$ cat src/rtl/ram_access_ctrl_if.sv
// ram_access_ctrl_if: bundles the CPU, clear, debug and RAM-side signals of the RAM access controller.
//   cpu_*      : CPU datapath access (we, X/Y address, write data) and the returned stall
//   clr_start  : full-RAM clear request; busy reports a clear in progress
//   dbg_*      : single-word debug request/response (req, wr, adr, din -> ack, dout)
//   ram_*      : drive towards the RAM (we, X/Y address, write data) and its async X read data
//   slave      : controller view; master: view of the surrounding datapath/requester/RAM
interface ram_access_ctrl_if #(
   parameter int ADDR_SIZE = 5,
   parameter int DATA_SIZE = 8
);
   logic                 cpu_we;
   logic [ADDR_SIZE-1:0] cpu_adrx;
   logic [ADDR_SIZE-1:0] cpu_adry;
   logic [DATA_SIZE-1:0] cpu_din;
   logic                 cpu_stall;
   logic                 clr_start;
   logic                 busy;
   logic                 dbg_req;
   logic                 dbg_wr;
   logic [ADDR_SIZE-1:0] dbg_adr;
   logic [DATA_SIZE-1:0] dbg_din;
   logic                 dbg_ack;
   logic [DATA_SIZE-1:0] dbg_dout;
   logic                 ram_we;
   logic [ADDR_SIZE-1:0] ram_adrx;
   logic [ADDR_SIZE-1:0] ram_adry;
   logic [DATA_SIZE-1:0] ram_din;
   logic [DATA_SIZE-1:0] ram_dx_out;
   modport slave (
      input  cpu_we, cpu_adrx, cpu_adry, cpu_din, clr_start,
      input  dbg_req, dbg_wr, dbg_adr, dbg_din, ram_dx_out,
      output cpu_stall, busy, dbg_ack, dbg_dout,
      output ram_we, ram_adrx, ram_adry, ram_din
   );
   modport master (
      output cpu_we, cpu_adrx, cpu_adry, cpu_din, clr_start,
      output dbg_req, dbg_wr, dbg_adr, dbg_din, ram_dx_out,
      input  cpu_stall, busy, dbg_ack, dbg_dout,
      input  ram_we, ram_adrx, ram_adry, ram_din
   );
endinterface

$ cat src/rtl/ram_access_ctrl.sv
// ram_access_ctrl: clears the register-file RAM after reset or on request and shares its write/X port
// between the CPU (priority) and a single-word debug requester with a starvation guard.
//   clk : system clock, rising edge
//   rst : synchronous active-high reset, restarts the clear from address 0
//   b   : ram_access_ctrl_if.slave (CPU, clear, debug and RAM signals)
module ram_access_ctrl #(
   parameter int ADDR_SIZE  = 5,
   parameter int DATA_SIZE  = 8,
   parameter int STARVE_LIM = 4
) (
   input logic clk,
   input logic rst,
   ram_access_ctrl_if.slave b
);
   localparam int SW = $clog2(STARVE_LIM + 1);
   typedef enum logic [1:0] {CLEAR, IDLE, DBG} state_t;
   state_t state, state_nx;
   logic [ADDR_SIZE-1:0] clr_cnt;
   logic [SW-1:0] starve_cnt;
   logic starved, grant;
   assign starved = starve_cnt == SW'(STARVE_LIM);
   // ack cycle blocks a new grant so debug accesses are never back to back
   assign grant = state == IDLE && !b.clr_start && b.dbg_req && !b.dbg_ack && (!b.cpu_we || starved);
   always_ff @(posedge clk) begin
      if (rst) begin
         state      <= CLEAR;
         clr_cnt    <= '0;
         starve_cnt <= '0;
         b.dbg_ack  <= 1'b0;
         b.dbg_dout <= '0;
      end else begin
         state      <= state_nx;
         // held at zero outside CLEAR so every clear entry starts at address 0
         clr_cnt    <= state == CLEAR ? clr_cnt + 1'b1 : '0;
         starve_cnt <= (state != IDLE || b.clr_start || grant) ? '0 :
                       (b.dbg_req && !b.dbg_ack && !starved) ? starve_cnt + 1'b1 : starve_cnt;
         b.dbg_ack  <= state == DBG;
         if (state == DBG)
            b.dbg_dout <= b.ram_dx_out;
      end
   end
   always_comb begin
      state_nx    = IDLE;
      state_nx    = state == CLEAR ? (&clr_cnt ? IDLE : CLEAR) :
                    state == IDLE  ? (b.clr_start ? CLEAR : grant ? DBG : IDLE) : IDLE;
      b.ram_adry  = b.cpu_adry;
      b.ram_we    = state == CLEAR ? 1'b1 : state == DBG ? b.dbg_wr : b.cpu_we;
      b.ram_adrx  = state == CLEAR ? clr_cnt : state == DBG ? b.dbg_adr : b.cpu_adrx;
      b.ram_din   = state == CLEAR ? {DATA_SIZE{1'b0}} : state == DBG ? b.dbg_din : b.cpu_din;
      b.cpu_stall = state != IDLE;
      b.busy      = state == CLEAR;
   end
endmodule

$ cat src/flat_wrapper.sv
// flat-port wrapper written by rule: the top's interface ports become plain ports
module ram_access_ctrl_flat 
#(
   parameter int ADDR_SIZE  = 5,
   parameter int DATA_SIZE  = 8,
   parameter int STARVE_LIM = 4
)
  (clk, rst, b_cpu_we, b_cpu_adrx, b_cpu_adry, b_cpu_din, b_clr_start, b_dbg_req, b_dbg_wr, b_dbg_adr, b_dbg_din, b_ram_dx_out, b_cpu_stall, b_busy, b_dbg_ack, b_dbg_dout, b_ram_we, b_ram_adrx, b_ram_adry, b_ram_din);
  ram_access_ctrl_if #(.ADDR_SIZE(ADDR_SIZE), .DATA_SIZE(DATA_SIZE)) b_i ();
  input logic clk;
  input logic rst;
  input wire logic [$bits(b_i.cpu_we)-1:0] b_cpu_we;
  input wire logic [$bits(b_i.cpu_adrx)-1:0] b_cpu_adrx;
  input wire logic [$bits(b_i.cpu_adry)-1:0] b_cpu_adry;
  input wire logic [$bits(b_i.cpu_din)-1:0] b_cpu_din;
  input wire logic [$bits(b_i.clr_start)-1:0] b_clr_start;
  input wire logic [$bits(b_i.dbg_req)-1:0] b_dbg_req;
  input wire logic [$bits(b_i.dbg_wr)-1:0] b_dbg_wr;
  input wire logic [$bits(b_i.dbg_adr)-1:0] b_dbg_adr;
  input wire logic [$bits(b_i.dbg_din)-1:0] b_dbg_din;
  input wire logic [$bits(b_i.ram_dx_out)-1:0] b_ram_dx_out;
  output wire logic [$bits(b_i.cpu_stall)-1:0] b_cpu_stall;
  output wire logic [$bits(b_i.busy)-1:0] b_busy;
  output wire logic [$bits(b_i.dbg_ack)-1:0] b_dbg_ack;
  output wire logic [$bits(b_i.dbg_dout)-1:0] b_dbg_dout;
  output wire logic [$bits(b_i.ram_we)-1:0] b_ram_we;
  output wire logic [$bits(b_i.ram_adrx)-1:0] b_ram_adrx;
  output wire logic [$bits(b_i.ram_adry)-1:0] b_ram_adry;
  output wire logic [$bits(b_i.ram_din)-1:0] b_ram_din;
  assign b_i.cpu_we = b_cpu_we;
  assign b_i.cpu_adrx = b_cpu_adrx;
  assign b_i.cpu_adry = b_cpu_adry;
  assign b_i.cpu_din = b_cpu_din;
  assign b_i.clr_start = b_clr_start;
  assign b_i.dbg_req = b_dbg_req;
  assign b_i.dbg_wr = b_dbg_wr;
  assign b_i.dbg_adr = b_dbg_adr;
  assign b_i.dbg_din = b_dbg_din;
  assign b_i.ram_dx_out = b_ram_dx_out;
  assign b_cpu_stall = b_i.cpu_stall;
  assign b_busy = b_i.busy;
  assign b_dbg_ack = b_i.dbg_ack;
  assign b_dbg_dout = b_i.dbg_dout;
  assign b_ram_we = b_i.ram_we;
  assign b_ram_adrx = b_i.ram_adrx;
  assign b_ram_adry = b_i.ram_adry;
  assign b_ram_din = b_i.ram_din;
  ram_access_ctrl #(.ADDR_SIZE(ADDR_SIZE), .DATA_SIZE(DATA_SIZE), .STARVE_LIM(STARVE_LIM)) u_core (.clk(clk), .rst(rst), .b(b_i));
endmodule
$ cat config.mk
export PLATFORM = sky130hd
export DESIGN_NAME = ram_access_ctrl_flat
export DESIGN_NICKNAME = d
export VERILOG_FILES = /design/src/rtl/ram_access_ctrl_if.sv /design/src/rtl/ram_access_ctrl.sv /design/src/flat_wrapper.sv
export SDC_FILE = /design/constraint.sdc
export NUM_CORES = 1
export LEC_CHECK = 0
export CORE_ASPECT_RATIO = 1.4
export CORE_UTILIZATION = 33
export DETAILED_ROUTE_END_ITERATION = 10
export GPL_TIMING_DRIVEN = 0
export PLACE_DENSITY = 0.8
export SKIP_CTS_REPAIR_TIMING = 1
export SLEW_MARGIN = 40
export SYNTH_ARGS = -nofsm -noshare
export SYNTH_HDL_FRONTEND = slang
export SYNTH_SLANG_ARGS = --single-unit
$ cat constraint.sdc
create_clock -name clk -period 1.4 [get_ports clk]
set_input_delay 0.28 -clock clk [delete_from_list [all_inputs] [get_ports clk]]
set_output_delay 0.28 -clock clk [all_outputs]
set_load 0.05 [all_outputs]
== After elaboration in Yosys (flattened, before gate mapping) ==
Cells that the tools add are included.

* Flip-flop bits (word level): 19
* Input port bits: 45
* Output and inout bits: 30
* Logic and storage cells: 40

* Add/subtract/negate cells: 2
* Equal/unequal tests: 4
* Mux-type cells: 11
* Bitwise logic cells: 1
* Reductions and logical operators: 17

{| class="wikitable"
|+ Operators by type and width
! kind !! count
|-
| 2-to-1 mux 8 bit || 2
|-
| 2-to-1 mux 5 bit || 2
|-
| 2-to-1 mux 2 bit || 4
|-
| logical AND 1 bit || 6
|-
| adder 5 x 1 -> 5 bit, second input constant || 1
|-
| AND reduction 5 bit || 1
|-
| zero test 1 bit || 4
|-
| OR reduction 2 bit || 2
|-
| adder 3 x 1 -> 3 bit, second input constant || 1
|-
| == test 3 bit, second input constant || 1
|-
| logical OR 1 bit || 3
|-
| 2-to-1 mux 1 bit || 3
|-
| == test 2 x 1 -> 1 bit, second input constant || 1
|-
| == test 2 bit, second input constant || 1
|-
| zero test 2 bit || 1
|-
| != test 2 x 1 -> 1 bit, second input constant || 1
|-
| NOT 1 bit || 1
|}

== Longest topological paths before layout ==
* Depth in word-level cells: 9
* Gate-level depth with buffers: 5
* Depth with buffers taken out: 5

== Worst setup path after synthesis ==
No wires, ideal clock.

* Path type: register to output
* From: reg u_core.state[1]
* To: out b_ram_adrx[0]
* Arrival time: 1707 ps
* Required time: 1120 ps
* Path slack: -587 ps
* Stages on the path, launching flop included: 4
* Path buffers: 1
* Cells stage by stage: dfxtp_1 buf_2 mux2i_1 o21ai_0

* Word-level cells in the longest chain between the ends: 3

{| class="wikitable"
|+ RTL lines
! item !! RTL line !! RTL
|-
| start, declared || ram_access_ctrl.sv:17 || <nowiki>state_t state, state_nx;</nowiki>
|-
| start signal, assigned || ram_access_ctrl.sv:32 || <nowiki>state <= state_nx;</nowiki>
|-
| == test 2 bit || ram_access_ctrl.sv:48 || <nowiki>b.ram_adrx = state == CLEAR ? clr_cnt : state == DBG ? b.dbg_adr : b.cpu_adrx;</nowiki>
|-
| 2-to-1 mux 5 bit || ram_access_ctrl.sv:48 ||
|-
| 2-to-1 mux 5 bit * || ram_access_ctrl.sv:48 ||
|-
| end, declared || flat_wrapper.sv:27 || <nowiki>output wire logic [$bits(b_i.ram_adrx)-1:0] b_ram_adrx;</nowiki>
|}

Every way passes the cells marked *; elsewhere a longest branch is shown, timed or not.

== Worst setup path after layout ==
* From: reg u_core.state[1]
* To: out b_ram_din[5]

* Word-level cells in the longest chain between the ends: 3

{| class="wikitable"
|+ RTL lines
! item !! RTL line !! RTL
|-
| == test 2 bit || ram_access_ctrl.sv:49 || <nowiki>b.ram_din = state == CLEAR ? {DATA_SIZE{1'b0}} : state == DBG ? b.dbg_din : b.cpu_din;</nowiki>
|-
| 2-to-1 mux 8 bit || ram_access_ctrl.sv:49 ||
|-
| 2-to-1 mux 8 bit * || ram_access_ctrl.sv:49 ||
|-
| end, declared || flat_wrapper.sv:29 || <nowiki>output wire logic [$bits(b_i.ram_din)-1:0] b_ram_din;</nowiki>
|}

Marked as above.

==> results.txt <==
Violated checks = negative setup slack
Relative slew slack = 0.643
Largest net degree at the start of global routing = 12
RSZ-0062 raised after global routing = yes
Post-Syn Nets = 171
Diodes inserted = 0
Clock buffer depth = 2
CP required = 1.12 ns
R2r setup slk = 0.08 ns
GRT overflow = 0
CTS Buf Count = 3
Number of iterations in the first detailed-routing pass = 4
Fin nets = 252
Clock Sinks = 19
Number of synthesized register bits = 19
Layout Skew = 0.00531 ns
Routed Antenna Nets = 0
Via count = 1,157
Post-synth top area cell = dfxtp_1
Worst setup margin = -0.198 ns
Critical path class = flop to primary output
FMAX = 626 MHz
CTS tree = done
Die ar. = 3210 µm²
Final Non-Filler Cells = 239
Detailed Place HPWL = 2.30 mm
DR WL met2 = 1.62 mm
Clock slew at reported path FFs = 0.07 ns
Num ports = 75
Commonest non-fill, non-tap cells in the layout = clkdlybuf4s50_1, nand2_1, buf_4, dfxtp_1
Endpoints failing setup = 14
Core region area = 2850 µm²
FF-to-FF End = u_core.state[0]$_SDFF_PP0_
Pwr dens = 603 nW/µm²
Placed Instances = 228
Worst R2R Path Depth = 5
Worst-Skew Late Latency = 0.25 ns
Post-layout util = 0.678
Final Cycle Share = 1.14
Period minus WS final = 1.60 ns
Hold EP = u_core.b.dbg_dout[0]$_SDFFE_PP0P_
Place WS = -0.726 ns
Starting Density = 0.346
Critical Path End Type = primary output
Die height = 66.7 µm
Die Span X = 48.2 µm
Cells after Synth = 122
Top sig layer = met4
Vias in the first global route = 933
Setup crit start = u_core.state[1]$_SDFF_PP0_
CP Launch Type = flop
Setup TNS = -1.65 ns
Max Cap Viol = 0
Filler cells = 233
Gp weighted congestion = 0.754
M1 WL = 1.22 mm
Arr. time, crit path = 1.32 ns
CP max FO = 7
Register area share after synthesis = 0.386
Reg2Reg Launch Point = u_core.clr_cnt[0]$_SDFF_PP0_
Global Route Usage Sum = 0.163
Hold path startpoint = u_core.b.dbg_dout[0]$_SDFFE_PP0P_
Layout cells sized above 1 = 0.252
Worst-Margin Slew = 0.534 ns
Syn Area/Cell = 8.08 µm²
Routed WL per cell = 13.3 µm
Max H-tree Level = 1
Cells on Worst Hold Path = 2
DRT iter0 DRCs = 7
Status = finished with violations
Mapped cell area = 986 µm²
Row cnt = 23
Yosys warns = 0
Clock Tree Root = clkbuf_8
Synth top area share = 0.386
Synth unique cells = 25
Final Max Slew Viols = 0
Worst Hold Class = flop to flop
Most common cell after layout, fill and taps aside = clkdlybuf4s50_1
DR vias/cell = 4.84
# DRC = 0
Area delta synth->final = 95.9%
First-pass GRT wire length = 3.79 mm
Initial antenna violation count = 0
Synth top area cells = dfxtp_1, nand2_1, a22o_1
Detailed Route WL = 3.19 mm
Peak supply drop = 652 µV
Fin. Hold Viols = 0
Final hold slack = 0.451 ns
Leakage = 0.958 nW
Met3 WL = 293 µm
Port buffer count = 69
-- Yosys cell counts --
master	n
xor2_1	1
and2_1	2
nor3_1	2
dfxtp_1	19
nand2_1	25
clkbuf_1	2
nand4b_1	1
mux2i_1	5
nor2_1	6
buf_2	4
nand3_1	3
and3_1	1
o22a_1	1
a22o_1	8
xnor2_1	1
ha_1	4
buf_4	5
nand2b_1	3
nor3b_1	1
buf_6	1
a21boi_1	1
o21ai_0	7
nor2b_1	3
a21oi_1	13
inv_1	3
-- critical path, stage by stage (launching register included) --
cell and delay [ns]:
dfxtp_4 0.36, nor2b_4 0.12, buf_6 0.12, buf_6 0.12, a22o_1 0.19, buf_6 0.15
-- per-stage QoR --
stage / total power, mW / area, µm²
after floorplan: 0.664 / 1010
after global placement: 0.808 / 1740
after detailed placement: 0.812 / 1740
after CTS: 1.18 / 1790
after global routing: 1.21 / 1930
final: 1.16 / 1930
-- power breakdown --
| group | leakage (nW) | internal, mW | switching [mW] |
|---|---|---|---|
| sequential | 0.155 | 0.544 | 0.00821 |
| clock | 0.0255 | 0.198 | 0.172 |
| combinational | 0.777 | 0.141 | 0.102 |
-- cell families (layout without fill, tap and decap cells) --
group                    after synthesis  count (layout)  synth area share
buffers and inverters                 15              95            0.0888
adder cells (fa/ha/maj)                4               4            0.0508
AO/OA/AOI/OAI                         30              30             0.189
XOR/XNOR                               2               2            0.0178
multiplexers                           5               5            0.0508
flip-flops                            19              19             0.386
AND/OR/NAND/NOR                       47              47             0.217
-- metal layers --
layer | track usage | up-vias
met5 | 0 | -
met4 | 0.0625 | 0
met3 | 0.0379 | 6
met2 | 0.298 | 51
met1 | 0.166 | 530
li1 | - | 570
-- worst max path at each step --
stage                          endpoint  slack [ns]  cells past startpoint
after global placement    b_ram_adrx[2]       -0.73                      4
after detailed placement  b_ram_adrx[2]       -0.73                      4
after CTS                 b_ram_adrx[2]       -1.01                      4
after floorplan            b_ram_din[5]       -0.02                      4
final                      b_ram_din[5]       -0.20                      5
after global routing       b_ram_din[5]       -0.24                      5
-- final cells by class --
cell class / count / area [µm²] / share of cell area
multi-input combinational: 88 / 566 / 0.293
buffer: 12 / 101 / 0.0525
sequential: 19 / 388 / 0.201
inverter: 3 / 11.3 / 0.00583
clock inverter: 1 / 5.00 / 0.00259
tap: 37 / 46.3 / 0.0240
clock buffer: 3 / 41.3 / 0.0214
timing repair buffer: 76 / 773 / 0.400
-- state kept, by name, summed over array words and instances, names as in the netlist --
name	flops
u_core.b.dbg_ack	1
u_core.b.dbg_dout	8
u_core.clr_cnt	5
u_core.starve_cnt	3
u_core.state	2
No activity file was read; power rests on OpenSTA's default activity.
==> RTL change 1 (same settings) <==
Re-encode `state_t` (3 states) as one-hot, 3 bits wide.
--- a/src/rtl/ram_access_ctrl.sv
+++ b/src/rtl/ram_access_ctrl.sv
@@ -13,7 +13,7 @@
    ram_access_ctrl_if.slave b
 );
    localparam int SW = $clog2(STARVE_LIM + 1);
-   typedef enum logic [1:0] {CLEAR, IDLE, DBG} state_t;
+   typedef enum logic [2:0] {CLEAR = 3'b001, IDLE = 3'b010, DBG = 3'b100} state_t;
    state_t state, state_nx;
    logic [ADDR_SIZE-1:0] clr_cnt;
    logic [SW-1:0] starve_cnt;
Check against the original RTL: same outputs for any inputs over 10 cycles, from zero or initial values and one cycle with rst high; not proved beyond that.
==> RTL change 1 against the unedited design <==
The run still ends with setup timing left. Synthesized area increased by 11%. Worst setup slack got worse by 400 ps. Design area increased by 32%. Routed wire length increased by 37%. Sequential share of layout area decreased by 4.2 points. Hold slack improved by 42 ps. Count of clock-buffer cells in the layout increased by 1. Die area increased by 10%. Final cell count increased by 4.6%. Maximum frequency decreased by 20%. Sequential cell count increased by 1.
Power is not compared: it rests on default switching activity, and its combinational part moved more than twofold at a synthesized area within 25%.
==> RTL change 1: results (changes against the unedited design) <==
POWER
-----------------------------------------------------------------------------------------------------------------
Total design power                                                                                      0.00206 W

CRITICAL PATH
-----------------------------------------------------------------------------------------------------------------
Worst EP arrival                                                                                          1710 ps   +390 ps
Crit path max fanout                                                                                            5   -2
Category of cells accounting for the largest share of critical-path delay                            simple AND/OR/NAND/NOR gates

STA
-----------------------------------------------------------------------------------------------------------------
Relative slew slack                                                                                         0.645   +0.00178
Final setup violation count                                                                                    29   +15
Worst path setup slack after routing                                                                      -594 ps   -396 ps
Worst Skew                                                                                                3.84 ps   -1.47 ps
Setup total negative slack                                                                              -10170 ps   -8520 ps

FINAL LAYOUT
-----------------------------------------------------------------------------------------------------------------
Number of inverters outside the clock class in the layout                                                       5   +2
Largest regs                                                                                         u_core.b.dbg_dout (8), u_core.clr_cnt (5)
Non-clock buffer contribution to total cell area                                                            0.424   -0.0291
Sequential share of cell area                                                                               0.159   -0.0421
FF+latch count                                                                                                 20   +1
Filler Cell Count                                                                                             190   -18%
Clock network share of area                                                                                0.0216   -0.00234

GLOBAL ROUTING
-----------------------------------------------------------------------------------------------------------------
Total track usage                                                                                           0.174   +0.0109
Via count of the first global-routing pass                                                                   1130   +21%

DETAILED ROUTING
-----------------------------------------------------------------------------------------------------------------
Per-cell via count in the routed design                                                                      5.00   +3.4%
WL final                                                                                                  4.35 mm   +37%
Number of DRC markers after the initial detailed-route iteration                                               25   +18

SYNTH
-----------------------------------------------------------------------------------------------------------------
Cell types with the highest counts after synthesis                                                   sky130_fd_sc_hd__mux2i_1, sky130_fd_sc_hd__dfxtp_1, sky130_fd_sc_hd__nor2_1
Post-synth cell types                                                                                          28   +12%
Largest cells by area after synthesis                                                                sky130_fd_sc_hd__dfxtp_1, sky130_fd_sc_hd__mux2i_1, sky130_fd_sc_hd__nor2_1
Parity-gate share of the synthesized area counting xor and xnor cells                                      0.0161   -0.00171
Arithmetic-cell share of the synthesized area counting full adders, half adders and majority gates         0.0459   -0.00489

PLACE
-----------------------------------------------------------------------------------------------------------------
Routability cong.                                                                                           0.671   -11%
Dpl hpwl                                                                                                  2.56 mm   +12%
Pre-CTS setup slack                                                                                       -987 ps   -262 ps

RUN STATUS
-----------------------------------------------------------------------------------------------------------------
Run status                                                                                           finished, violations left
Failing checks                                                                                       setup timing

==> RTL change 1: cell types whose count changed after synthesis, sizes merged, moves of 2 or more <==
cell,change
mux2i,+17
a21oi,-9
nand2b,-2
nor3b,+2
nand2,-17
a22o,-8
inv,+2
nor3,+3
nor2,+12
or3b,+2
==> RTL change 1: final timing paths <==
check                                         start                                end  slack [ps]  cells after the start
hold reg to reg   u_core.starve_cnt[1]$_SDFFE_PP0P_  u_core.starve_cnt[1]$_SDFFE_PP0P_         490                      2
setup reg to reg         u_core.state[2]$_SDFF_PP0_  u_core.b.dbg_dout[3]$_SDFFE_PP0P_        -330                      8
hold / removal    u_core.starve_cnt[1]$_SDFFE_PP0P_  u_core.starve_cnt[1]$_SDFFE_PP0P_         490                      2
setup / recovery         u_core.state[2]$_SDFF_PP0_                       b_ram_din[6]        -590                      5
==> RTL change 1: routing by layer <==
metal | GRT usage | wire length (µm)
met1 | 0.176 | 1580
met2 | 0.327 | 2350
met3 | 0.0523 | 361
met4 | 0.0556 | 53
met5 | 0 | 0
==> RTL change 2 (config.mk and constraints unchanged) <==
Without the edit above. `DATA_SIZE` is set to 8 in 3 places; all go to 4.
--- a/src/rtl/ram_access_ctrl_if.sv
+++ b/src/rtl/ram_access_ctrl_if.sv
@@ -6,7 +6,7 @@
 //   slave      : controller view; master: view of the surrounding datapath/requester/RAM
 interface ram_access_ctrl_if #(
    parameter int ADDR_SIZE = 5,
-   parameter int DATA_SIZE = 8
+   parameter int DATA_SIZE = 4
 );
    logic                 cpu_we;
    logic [ADDR_SIZE-1:0] cpu_adrx;
--- a/src/rtl/ram_access_ctrl.sv
+++ b/src/rtl/ram_access_ctrl.sv
@@ -5,7 +5,7 @@
 //   b   : ram_access_ctrl_if.slave (CPU, clear, debug and RAM signals)
 module ram_access_ctrl #(
    parameter int ADDR_SIZE  = 5,
-   parameter int DATA_SIZE  = 8,
+   parameter int DATA_SIZE  = 4,
    parameter int STARVE_LIM = 4
 ) (
    input logic clk,
--- a/src/flat_wrapper.sv
+++ b/src/flat_wrapper.sv
@@ -2,7 +2,7 @@
 module ram_access_ctrl_flat 
 #(
    parameter int ADDR_SIZE  = 5,
-   parameter int DATA_SIZE  = 8,
+   parameter int DATA_SIZE  = 4,
    parameter int STARVE_LIM = 4
 )
   (clk, rst, b_cpu_we, b_cpu_adrx, b_cpu_adry, b_cpu_din, b_clr_start, b_dbg_req, b_dbg_wr, b_dbg_adr, b_dbg_din, b_ram_dx_out, b_cpu_stall, b_busy, b_dbg_ack, b_dbg_dout, b_ram_we, b_ram_adrx, b_ram_adry, b_ram_din);
Ports: changed (5 resized); port bits go from 75 to 55. The function was not compared with the original's and may differ.
==> RTL change 2 against the unedited design <==
The flow still finishes with violations (setup timing). Routed wire length is 27% lower. Largest power group unchanged. Synthesized area is 16% lower. Sequential share of layout area is 0.19 points lower. Critical path type unchanged. Clock skew is 2.9 ps higher. Clock power is 34% lower. Worst setup slack worse by 24 ps. Design area is 20% lower. Power is 24% lower. Final cell count is 23% lower. Maximum frequency is 1.5% lower. Sequential cell count is 4 lower. Highest routed layer unchanged.
==> RTL change 2: results (changes against the unedited design) <==
RUN STATUS
-------------------------------------------------------------------------------
Run status                                                         finished, violations left
Failing checks                                                     setup timing

PLACE
-------------------------------------------------------------------------------
Pre-CTS setup slack                                                     -668 ps   +57.9 ps
Port Buffers                                                                 48   -30%
Routability cong.                                                         0.717   -5.0%
Dpl hpwl                                                                1.60 mm   -30%

DETAILED ROUTING
-------------------------------------------------------------------------------
Average wire length per cell after detail routing                       12.7 µm   -4.8%
Number of iterations in the first detailed-routing pass                       6   +2
Total number of vias                                                        892   -23%
Number of DRC markers after the initial detailed-route iteration             24   +17

SYNTH
-------------------------------------------------------------------------------
Ys flop type                                                       sky130_fd_sc_hd__dfxtp_1
Synthesized Nets                                                            137   -20%
Share of synthesized registers carrying an async set or reset                 0   unchanged
Cell types with the highest counts after synthesis                 sky130_fd_sc_hd__nand2_1, sky130_fd_sc_hd__dfxtp_1, sky130_fd_sc_hd__a21oi_1
Post-synth cell types                                                        24   -4.0%
Count of synthesis-stage warnings from yosys                                  0   unchanged
Seq/Total Area, Yosys                                                     0.365   -0.0210
Largest cells by area after synthesis                              sky130_fd_sc_hd__dfxtp_1, sky130_fd_sc_hd__nand2_1, sky130_fd_sc_hd__buf_4

FINAL LAYOUT
-------------------------------------------------------------------------------
Nets                                                                        199   -21%
Proportion of layout cells with a drive suffix above 1                    0.261   +0.00839
Filler Cell Count                                                           194   -17%
Antenna diodes                                                                0   unchanged
Largest regs                                                       u_core.clr_cnt (5), u_core.b.dbg_dout (4), u_core.starve_cnt (3)

CLOCK NETWORK
-------------------------------------------------------------------------------
Clock Tree Buf Depth                                                          2   unchanged
Depth of the CTS H-tree                                                       1   unchanged
Clock-pin transition on the worst setup and hold timing paths             90 ps   +20 ps
Buffer cell driving the clock tree root                            sky130_fd_sc_hd__clkbuf_4
CTS Buf Count                                                                 3   unchanged
Later-pin clock latency in the skew report                               280 ps   +30 ps

STA
-------------------------------------------------------------------------------
Worst Skew                                                              8.22 ps   +2.90 ps
Relative slew slack                                                       0.660   +0.0172
Worst path setup slack after routing                                    -222 ps   -23.8 ps
Final setup violation count                                                  12   -2

CRITICAL PATH
-------------------------------------------------------------------------------
Worst EP arrival                                                        1340 ps   +20 ps
Crit path max fanout                                                          5   -2

GLOBAL ROUTING
-------------------------------------------------------------------------------
Largest net degree at the start of global routing                            11   -1
Antenna violations before repair                                              0   unchanged
Total congestion overflow                                                     0   unchanged
Total track usage                                                         0.136   -0.0277
Via count of the first global-routing pass                                  690   -26%
Wire length of the first global-routing pass                            2.85 mm   -25%

POWER
-------------------------------------------------------------------------------
VDD IR-drop max                                                        0.796 mV   +22%
Static leakage                                                         0.742 nW   -23%

MIN PATH
-------------------------------------------------------------------------------
Worst min-delay path class                                               in2reg

## RTL change 2: power by group
part	switching (W)	leakage [nW]	internal (W)
clock	0.000136	0.0177	0.000106
combinational	0.0000926	0.601	0.000113
sequential	0.00000720	0.123	0.000430
## RTL change 2: per-layer routing
layer	global-route usage	vias up	routed length, µm
met2	0.244	37	1260
met4	0.0390	0	31
met1	0.161	393	902
li1	-	458	-
met3	0.0293	4	141
met5	0	-	0
## RTL change 2: metrics by stage
stage                     power [W]  area [µm²]  cells  setup TNS, ps
final                      0.000884        1550    184          -1800
after CTS                  0.000890        1360    175         -11100
after floorplan            0.000545         823    100          -1200
after global placement     0.000651        1330    171          -6660
after detailed placement   0.000654        1330    171          -6760
after global routing       0.000924        1550    184          -2350
## RTL change 2: kinds of logic after synthesis
family / share of synthesized area
DFF: 0.365
buffers and inverters: 0.0957
muxes: 0.0608
adders and majority gates: 0.0608
and+or+nand+nor: 0.233
xor gates and xnor gates: 0.0213
AOI/OAI and AO/OA: 0.164
## RTL change 2: final timing paths
| check | slack (ps) | depth (start not counted) | startpoint | end |
|---|---|---|---|---|
| worst max-delay path | -220 | 5 | u_core.state[1]$_SDFF_PP0_ | b_ram_adrx[2] |
| worst max register to register | 120 | 5 | u_core.clr_cnt[0]$_SDFF_PP0_ | u_core.state[0]$_SDFF_PP0_ |
| worst min-delay path | 250 | 2 | rst | u_core.state[0]$_SDFF_PP0_ |
| worst min register to register | 460 | 2 | u_core.b.dbg_dout[3]$_SDFFE_PP0P_ | u_core.b.dbg_dout[3]$_SDFFE_PP0P_ |
## RTL change 2: area by class of cell
cell class	count	area, µm²	share of cell area
repair buffers	57	607	0.392
multi-input cells	72	467	0.302
flip-flops and latches	15	308	0.199
plain buffers	10	98.8	0.0639
well taps	23	28.8	0.0186
clock buffers	3	22.5	0.0146
inverters	3	11.3	0.00728
clock inverters	1	5.00	0.00323
## RTL change 2: critical path, cell delays in order, from the launching register on
cell                      delay (ps)
sky130_fd_sc_hd__dfxtp_4         370
sky130_fd_sc_hd__buf_6           120
sky130_fd_sc_hd__buf_8           120
sky130_fd_sc_hd__mux2i_1         110
sky130_fd_sc_hd__o21ai_1         170
sky130_fd_sc_hd__buf_6           180
